===== config.mk =====
export PLATFORM = sky130hd
export DESIGN_NAME = serial_frame_capture
export DESIGN_NICKNAME = d
export VERILOG_FILES = /design/src/rtl/serial_frame_capture.sv
export SDC_FILE = /design/constraint.sdc
export NUM_CORES = 1
export LEC_CHECK = 0
export BUFFER_PORTS_ARGS = -buffer_cell sky130_fd_sc_hd__buf_2
export CORE_ASPECT_RATIO = 1.4
export CORE_MARGIN = 5
export CORE_UTILIZATION = 60
export DETAILED_ROUTE_END_ITERATION = 16
export PLACE_DENSITY = 0.79
export SETUP_SLACK_MARGIN = 0.3
export SKIP_LAST_GASP = 1
export SYNTH_ARGS = -nofsm -noshare
export SYNTH_HDL_FRONTEND = slang
export SYNTH_SLANG_ARGS = --single-unit
export TNS_END_PERCENT = 30

===== constraint.sdc =====
create_clock -name clk -period 3.09 [get_ports clk]
set_clock_uncertainty 0.1 [all_clocks]
set_input_delay 0.309 -clock clk [delete_from_list [all_inputs] [get_ports clk]]
set_output_delay 0.309 -clock clk [all_outputs]
set_load 0.01 [all_outputs]

===== src/rtl/serial_frame_capture.sv =====
// serial_frame_capture
//   Hunts for a sync pattern in a single-bit serial stream, then deserializes
//   a fixed-length frame of MSB-first words into a small output FIFO that is
//   drained through a valid/ready word interface.
//
// Ports
//   clk         rising-edge clock for all state
//   rst_n       asynchronous active-low reset (clears FIFO and all counters)
//   din         serial data bit
//   en          din is accepted on edges where en=1
//   dout        FIFO head word (0 while the FIFO is empty)
//   dout_valid  FIFO not empty
//   dout_ready  consumer accepts the head word (pop = dout_valid & dout_ready)
//   locked      high while collecting frame data
//   frame_done  one-cycle pulse after the last word of a frame is captured
//   overflow    sticky: a completed word was dropped because the FIFO was full
//   clr_ovf     synchronous clear of overflow (a same-cycle drop wins)
module serial_frame_capture #(
  parameter int                SYNC_W      = 8,
  parameter logic [SYNC_W-1:0] SYNC_PAT    = 8'hA5,
  parameter int                WORD_W      = 8,
  parameter int                FRAME_WORDS = 4,
  parameter int                FIFO_DEPTH  = 4
) (
  input  logic              clk,
  input  logic              rst_n,
  input  logic              din,
  input  logic              en,
  output logic [WORD_W-1:0] dout,
  output logic              dout_valid,
  input  logic              dout_ready,
  output logic              locked,
  output logic              frame_done,
  output logic              overflow,
  input  logic              clr_ovf
);

  localparam int AW  = $clog2(FIFO_DEPTH);
  localparam int HCW = $clog2(SYNC_W + 1);
  localparam int BCW = (WORD_W > 1) ? $clog2(WORD_W) : 1;
  localparam int FCW = (FRAME_WORDS > 1) ? $clog2(FRAME_WORDS) : 1;

  typedef enum logic [0:0] {HUNT, COLLECT} state_t;

  state_t state_reg, state_next;

  // Only the low SYNC_W-1 / WORD_W-1 bits of the shift registers are ever
  // needed: the oldest bit falls out on the very edge that completes a
  // pattern or word, so it is never stored.
  logic [SYNC_W-2:0] sync_sh_reg;
  logic [SYNC_W-1:0] sync_shifted;
  logic [HCW-1:0]    hunt_cnt_reg;
  logic [WORD_W-2:0] word_sh_reg;
  logic [WORD_W-1:0] word_done;
  logic [BCW-1:0]    bit_cnt_reg;
  logic [FCW-1:0]    word_cnt_reg;
  logic              frame_done_reg;
  logic              overflow_reg;

  logic [WORD_W-1:0] mem [FIFO_DEPTH];
  logic [AW:0]       wr_ptr_reg;
  logic [AW:0]       rd_ptr_reg;

  logic accept_hunt;
  logic accept_collect;
  logic match;
  logic word_last;
  logic frame_last;
  logic fifo_full;
  logic fifo_empty;
  logic pop;
  logic push_ok;
  logic drop;

  // ---------------------------------------------------------------- FSM
  always_ff @(posedge clk or negedge rst_n) begin
    if (!rst_n) begin
      state_reg <= HUNT;
    end else begin
      state_reg <= state_next;
    end
  end

  always_comb begin
    state_next     = state_reg;
    match          = 1'b0;
    word_last      = 1'b0;
    frame_last     = 1'b0;
    accept_hunt    = en && (state_reg == HUNT);
    accept_collect = en && (state_reg == COLLECT);
    sync_shifted   = {sync_sh_reg, din};
    word_done      = {word_sh_reg, din};
    case (state_reg)
      HUNT: begin
        // hunt_cnt >= SYNC_W-1 means this bit is at least the SYNC_W-th one
        // since entering HUNT, so the window holds no stale zeros.
        if (accept_hunt && (sync_shifted == SYNC_PAT) &&
            (hunt_cnt_reg >= HCW'(SYNC_W - 1))) begin
          match      = 1'b1;
          state_next = COLLECT;
        end
      end
      COLLECT: begin
        if (accept_collect && (bit_cnt_reg == BCW'(WORD_W - 1))) begin
          word_last = 1'b1;
          if (word_cnt_reg == FCW'(FRAME_WORDS - 1)) begin
            frame_last = 1'b1;
            state_next = HUNT;
          end
        end
      end
      default: state_next = HUNT;
    endcase
  end

  // ------------------------------------------------------ shift/counters
  always_ff @(posedge clk or negedge rst_n) begin
    if (!rst_n) begin
      sync_sh_reg    <= '0;
      hunt_cnt_reg   <= '0;
      word_sh_reg    <= '0;
      bit_cnt_reg    <= '0;
      word_cnt_reg   <= '0;
      frame_done_reg <= 1'b0;
    end else begin
      frame_done_reg <= frame_last;
      if (accept_hunt) begin
        sync_sh_reg <= sync_shifted[SYNC_W-2:0];
        if (hunt_cnt_reg != HCW'(SYNC_W)) begin
          hunt_cnt_reg <= hunt_cnt_reg + HCW'(1);
        end
      end
      if (match) begin
        bit_cnt_reg  <= '0;
        word_cnt_reg <= '0;
      end
      if (accept_collect) begin
        word_sh_reg <= word_done[WORD_W-2:0];
        if (word_last) begin
          bit_cnt_reg  <= '0;
          word_cnt_reg <= frame_last ? '0 : word_cnt_reg + FCW'(1);
        end else begin
          bit_cnt_reg <= bit_cnt_reg + BCW'(1);
        end
      end
      // Restart the hunt from a clean window so sync never spans frame data.
      if (frame_last) begin
        sync_sh_reg  <= '0;
        hunt_cnt_reg <= '0;
      end
    end
  end

  // ---------------------------------------------------------------- FIFO
  assign fifo_empty = (wr_ptr_reg == rd_ptr_reg);
  assign fifo_full  = (wr_ptr_reg[AW] != rd_ptr_reg[AW]) &&
                      (wr_ptr_reg[AW-1:0] == rd_ptr_reg[AW-1:0]);
  assign pop        = !fifo_empty && dout_ready;
  // A full FIFO still accepts a word when the head leaves on the same edge;
  // the write then lands in the slot being vacated.
  assign push_ok    = word_last && (!fifo_full || pop);
  assign drop       = word_last && fifo_full && !pop;

  always_ff @(posedge clk) begin
    if (push_ok) begin
      mem[wr_ptr_reg[AW-1:0]] <= word_done;
    end
  end

  always_ff @(posedge clk or negedge rst_n) begin
    if (!rst_n) begin
      wr_ptr_reg   <= '0;
      rd_ptr_reg   <= '0;
      overflow_reg <= 1'b0;
    end else begin
      if (push_ok) begin
        wr_ptr_reg <= wr_ptr_reg + (AW+1)'(1);
      end
      if (pop) begin
        rd_ptr_reg <= rd_ptr_reg + (AW+1)'(1);
      end
      if (drop) begin
        overflow_reg <= 1'b1;
      end else if (clr_ovf) begin
        overflow_reg <= 1'b0;
      end
    end
  end

  // Head word is gated so dout reads 0 whenever nothing is buffered,
  // including straight out of reset when the storage is uninitialised.
  assign dout       = fifo_empty ? '0 : mem[rd_ptr_reg[AW-1:0]];
  assign dout_valid = !fifo_empty;
  assign locked     = (state_reg == COLLECT);
  assign frame_done = frame_done_reg;
  assign overflow   = overflow_reg;

endmodule


==> results of run 1 <==
==> synthesized netlist by cell type (3+ instances only) <==
| master | number |
|---|---|
| nor2b_1 | 9 |
| mux2_2 | 9 |
| ha_1 | 10 |
| o21ai_0 | 6 |
| inv_1 | 11 |
| dfrtp_1 | 32 |
| edfxtp_1 | 32 |
| a21oi_1 | 9 |
| nand2_1 | 22 |
| mux4_2 | 8 |
| xnor2_1 | 5 |
| or3_1 | 3 |
| and2_1 | 3 |
| nand3_1 | 4 |
==> critical path, stage by stage, from the launching register on <==
cell	delay [ns]
dfrtp_1	0.64
xor2_1	0.22
nor3_2	0.47
nor2b_1	0.11
buf_2	0.16
==> repair_timing <==
item | 4_1_cts | 5_1_grt
resized for setup | 0 | 0
hold endpoints to repair | 32 | 0
hold buffers | 1 | 0
==> per-layer routing <==
metal	vias to the layer above	wire length [um]	track usage
met5	-	0	0
met4	0	129	0.0746
met3	11	172	0.0519
met2	29	2690	0.305
met1	815	1790	0.210
li1	773	-	-
==> kinds of logic (layout without fill, tap and decap cells) <==
kind of cell    after synthesis  after routing  share of synthesized area
flops                        64             64                      0.627
buf+inv                      16             49                     0.0245
xor+xnor                      8              8                     0.0276
simple gates                 54             54                      0.109
fa+ha+maj                    10             10                     0.0446
mux                          19             19                      0.107
compound gates               25             25                     0.0593
==> power breakdown <==
group	switching, mW	internal (mW)
Combinational	0.401	0.386
Sequential	0.192	1.08
Clock	0.291	0.448
==> cell type report <==
class / instances / area [um^2] / area share
clock inverter: 5 / 72.6 / 0.0228
timing repair buffer: 21 / 118 / 0.0369
sequential: 64 / 1760 / 0.553
inverter: 12 / 45.0 / 0.0142
clock buffer: 11 / 131 / 0.0413
multi-input combinational: 116 / 977 / 0.307
tap: 62 / 77.6 / 0.0244
==> path summary, 6_finish.rpt <==
path | cells after the start | start | end | slack (ns)
min reg2reg | 2 | sync_sh_reg[6] | sync_sh_reg[6] | 0.44
max reg2reg | 6 | bit_cnt_reg[0] | mem[1][5] | 0.94
min in group asynchronous | 2 | rst_n | wr_ptr_reg[0] | 0.45
max | 4 | rd_ptr_reg[1] | dout[7] | 0.74
max in group asynchronous | 2 | rst_n | word_sh_reg[3] | 1.99
min | 2 | clr_ovf | overflow | 0.08
==> out/qor.yml, run 1 <==
clock_network:
  cts_inserted_buffers: 9
  cts_setup_buffers: 0
  clock_path_buffers: 2
  cts_tree: "yes"
  cts_sinks: 64
  path_clk_slew_ns: 0.07
  clk_root_buffer_cell: "clkbuf_8"
  htreeDepth: 3
  clock_latency_ns: 0.34
floorplanning:
  rows: 29
  dieArea_um2: 6170
  core_area_um2: 4540
  io-pin-count: 18
  fp.dieH_um: 90.9
  die_x_um: 67.8
  start_util: 0.619
yosys:
  synthArstFlopShare: 0.500
  syn_inst: 196
  synth_top_area_share: 0.342
  synth_ff_type: "edfxtp_1"
  yosysUniqueCellTypes: 39
  synth_top_cell_by_area: "edfxtp_1"
  synth-edff-count: 32
  ys_ff_latch: 64
  synth_fp_nets: 212
  synth_area_leaders: "edfxtp_1 (34%), dfrtp_1 (29%), mux4_2 (6.4%), ha_1 (4.5%), mux2_2 (3.6%)"
  synth_area_um2: 2810
  syn_avg_cell_area_um2: 14.3
  yosysSeqAreaShare: 0.627
  ys_warn_count: 0
timing:
  fmax_mhz: 425
  setup_violations: 0
  period_share: 0.761
  worstMarginPinSlew_ns: 0.700
  rsz0062_at_grt: "false"
  hold_viol_final: 0
  min_period_ns: 2.35
  fin_hold_ws_ns: 0.0761
  finalWorstSetupSlack_ns: 0.738
  relSlewSlack: 0.533
  setup_tns_ns: 0
  final_max_slew_viol_count: 0
drt:
  routed_wl_um: 4780
  drt_iter0_drc: 73
  drc: 0
  drt_first_pass_iters: 4
  vias: 1628
  detail_route.wl_per_cell_um: 16.4
  drtAntennaViolNets: 0
  viasPerCell: 5.59
layout:
  design_area_um2: 3180
  final_util: 0.702
  nFillCells: 312
  drive_above_1_share: 0.245
  fin_cells: 291
  final_cell_mix: "dfrtp_1 (32), edfxtp_1 (32), nand2_1 (22)"
  largest_reg_flops: 32
  n_antenna_cell: 0
  area_growth_pct: 13.4
  nets: 240
power:
  ir_drop_uv: 468
  powerDensity_nw_per_um2: 879
  leakagePower_nw: 1.29
  p_total_mw: 2.80
worst_setup_path:
  path_class: "reg2out"
  startpoint_type: "flip-flop"
  crit_path_end_kind: "output pin"
  crit_required_ns: 2.68
  crit_arrival_ns: 1.94
  cp_max_fo: 12
global_route:
  antenna_found_initial: 0
  grt_util_all_layers: 0.181
  grt_start_max_net_pins: 33
  grt_first_pass_wirelength_um: 8270
  grt_pass1_vias: 1707
  overflow: 0
placed_design:
  gp_congestion: 0.812
  dpl.hpwl_um: 3470
  placedCellCount: 274
  io_buffers: 17
  postPlaceCellArea_um2: 2970
  place_worst_setup_slack_ns: 0.919
hold_path:
  hp-class: "in2reg"
status:
  status: "finished clean"
flow_run:
  maxCapViolations: 0
Power figures use the tool's default switching activity.
==> run 2: changes to the inputs <==
--- a/config.mk
+++ b/config.mk
@@ -5,6 +5,7 @@
 export SDC_FILE = /design/constraint.sdc
 export NUM_CORES = 1
 export LEC_CHECK = 0
+export ABC_AREA = 1
 export BUFFER_PORTS_ARGS = -buffer_cell sky130_fd_sc_hd__buf_2
 export CORE_ASPECT_RATIO = 1.4
 export CORE_MARGIN = 5
==> constraint.sdc (replaced) <==
create_clock -name clk -period 2.27 [get_ports clk]
set_clock_uncertainty 0.1 [all_clocks]
set_input_delay 0.227 -clock clk [delete_from_list [all_inputs] [get_ports clk]]
set_output_delay 0.227 -clock clk [all_outputs]
set_load 0.01 [all_outputs]
==> run 2 against run 1 <==
Routed wire length is 9.5% higher; critical endpoint is now dout[5]; final area increased by 6.4%; first-iteration DRC count down 9.6%; highest routed layer unchanged; critical path depth up 4; clock-buffer cell count down 1; total power rose by 0.66%; non-clock buffer count grew 7; synthesized cell count increased by 52%; utilization grew 0.29 points; global-route usage rose by 1.6 points; combinational power down 67%; clock power increased by 52%.
==> out/qor.yml, run 2 <==
status:
  status: "finished clean"
worst_setup_path:
  path_class: "reg2out"
  worstReg2RegEnd: "mem[3][0]"
  crit_end: "dout[5]"
  crit_arrival_ns: 1.52
  startpoint_type: "flip-flop"
  r2r_start: "bit_cnt_reg[0]"
  r2r_slack_ns: 0.54
  reg2reg_depth: 7
  crit_required_ns: 1.94
  cp_max_fo: 11
  crit_path_end_kind: "output pin"
  cp-startpoint: "rd_ptr_reg[1]"
drt:
  routed_wl_um: 5240
  vias: 1969
  drt_iter0_drc: 66
  drc: 0
  detail_route.wl_per_cell_um: 13.1
  drt_first_pass_iters: 4
  drtAntennaViolNets: 0
  viasPerCell: 4.92
placed_design:
  io_buffers: 17
  postPlaceCellArea_um2: 3090
  place_worst_setup_slack_ns: 0.541
  dpl.hpwl_um: 3820
  gp_congestion: 0.769
  placedCellCount: 379
yosys:
  post-synth-top-count-cell: "nand2_1"
  synth_area_um2: 2920
  ys_ff_latch: 64
  syn_avg_cell_area_um2: 9.80
  yosysSeqAreaShare: 0.603
  synth-edff-count: 32
  synth_top_cell_by_area: "edfxtp_1"
  synth_ff_type: "edfxtp_1"
  synth_top_area_share: 0.329
  synthArstFlopShare: 0.500
  synth_area_leaders: "edfxtp_1 (33%), dfrtp_1 (27%), nand2_1 (8.6%), inv_1 (5.3%), nor2_1 (5.3%)"
  syn_inst: 298
  ys_warn_count: 0
  synth_fp_nets: 314
  yosysUniqueCellTypes: 28
  synth_common_cells: "nand2_1 (67), inv_1 (41), nor2_1 (41)"
hold_path:
  hp-class: "in2reg"
clock_network:
  cts_inserted_buffers: 9
  path_clk_slew_ns: 0.07
  clock_latency_ns: 0.33
  cts_sinks: 64
  htreeDepth: 3
  clk_root_buffer_cell: "clkbuf_8"
  cts_tree: "yes"
  clock_path_buffers: 2
layout:
  nFillCells: 398
  n_antenna_cell: 0
  largest_reg_flops: 32
  nets: 347
  fin_cells: 400
  layout_commonest_cell: "nand2_1"
  design_area_um2: 3390
  area_growth_pct: 15.9
  final_cell_mix: "nand2_1 (67), nor2_1 (41), inv_1 (40)"
  drive_above_1_share: 0.176
timing:
  final_max_slew_viol_count: 0
  hold_viol_final: 0
  fin_hold_ws_ns: 0.0623
  finalWorstSetupSlack_ns: 0.427
  period_share: 0.812
  rsz0062_at_grt: "false"
  min_period_ns: 1.84
  setup_violations: 0
  worstMarginPinSlew_ns: 0.733
  fmax_mhz: 543
  relSlewSlack: 0.512
  setup_tns_ns: 0
global_route:
  antenna_found_initial: 0
  grt_util_all_layers: 0.197
  grt_first_pass_wirelength_um: 9130
  use_met1: 0.268
  grt.busiest_layer: "met2"
  grt_pass1_vias: 1918
  grt_use_met3: 0.0376
  grt_start_max_net_pins: 33
  grt_use_met2: 0.305
  overflow: 0
flow_run:
  maxCapViolations: 0
power:
  ir_drop_uv: 692
  leakagePower_nw: 1.72
  powerDensity_nw_per_um2: 832
floorplanning:
  fp.dieH_um: 92.6
  io-pin-count: 18
  dieArea_um2: 6380
  die_x_um: 69.0
  core_area_um2: 4800
  start_util: 0.608
  rows: 30
[run 2: stage by stage]
step,power (mW),util
2_1_floorplan,1.62,-
3_3_place_gp,1.68,0.644
3_5_place_dp,1.72,0.644
4_1_cts,2.84,0.699
5_1_grt,2.97,0.705
6_report,2.82,0.705
[run 2: power breakdown]
group	leakage [nW]	switching [mW]	internal, mW
registers	0.717	0.104	1.33
clock network	0.114	0.431	0.686
logic	0.892	0.158	0.103
total	1.72	0.693	2.12
[run 2: layout make-up]
class                   instances  area, um^2  area share
clock buffers                  10         149      0.0440
repair buffers                 28         173      0.0510
well taps                      64        80.1      0.0237
inverters                      43         164      0.0484
multi-input cells             185         968       0.286
clock inverters                 6        88.8      0.0262
flip-flops and latches         64        1760       0.521
[run 2: repair_timing]
action	CTS	global route
gates resized for setup	1	3
hold buffers	2	0
endpoints found under the setup margin	8	8
gates cloned	0	0
hold endpoints to repair	33	0
setup buffers	0	3
[run 2: worst max-delay path: stages, from the launching register on]
cell	delay (ns)
dfrtp_1	0.39
buf_4	0.17
nand2_1	0.07
nand2_1	0.08
nor2_4	0.13
nand2_4	0.11
nand2_1	0.08
inv_1	0.03
buf_2	0.12
[run 2: worst min path at each step]
| stage | from | to | slack [ns] | cells past startpoint |
|---|---|---|---|---|
| floorplan | rst_n | bit_cnt_reg[0] | -0.17 | 0 |
| global placement | rst_n | sync_sh_reg[4] | 0.22 | 1 |
| detailed placement | rst_n | sync_sh_reg[3] | 0.22 | 1 |
| CTS | din | mem[0][0] | 0.05 | 1 |
| global route | din | mem[0][0] | 0.06 | 1 |
| finish | din | mem[1][0] | 0.06 | 1 |
[run 2: cell families (layout without fill, tap and decap cells)]
group	count (synthesis)	in the layout	share of synthesized area
buffers and inverters	49	87	0.0689
adder cells (fa/ha/maj)	10	10	0.0428
XOR/XNOR	2	2	0.00600
flip-flops	64	64	0.603
AND/OR/NAND/NOR	137	137	0.211
AO/OA/AOI/OAI	36	36	0.0685
[run 2: routing by layer]
layer / wire (um) / vias up
met5: 0 / -
met1: 2290 / 905
met2: 2690 / 29
met4: 83 / 0
met3: 179 / 9
li1: - / 1026
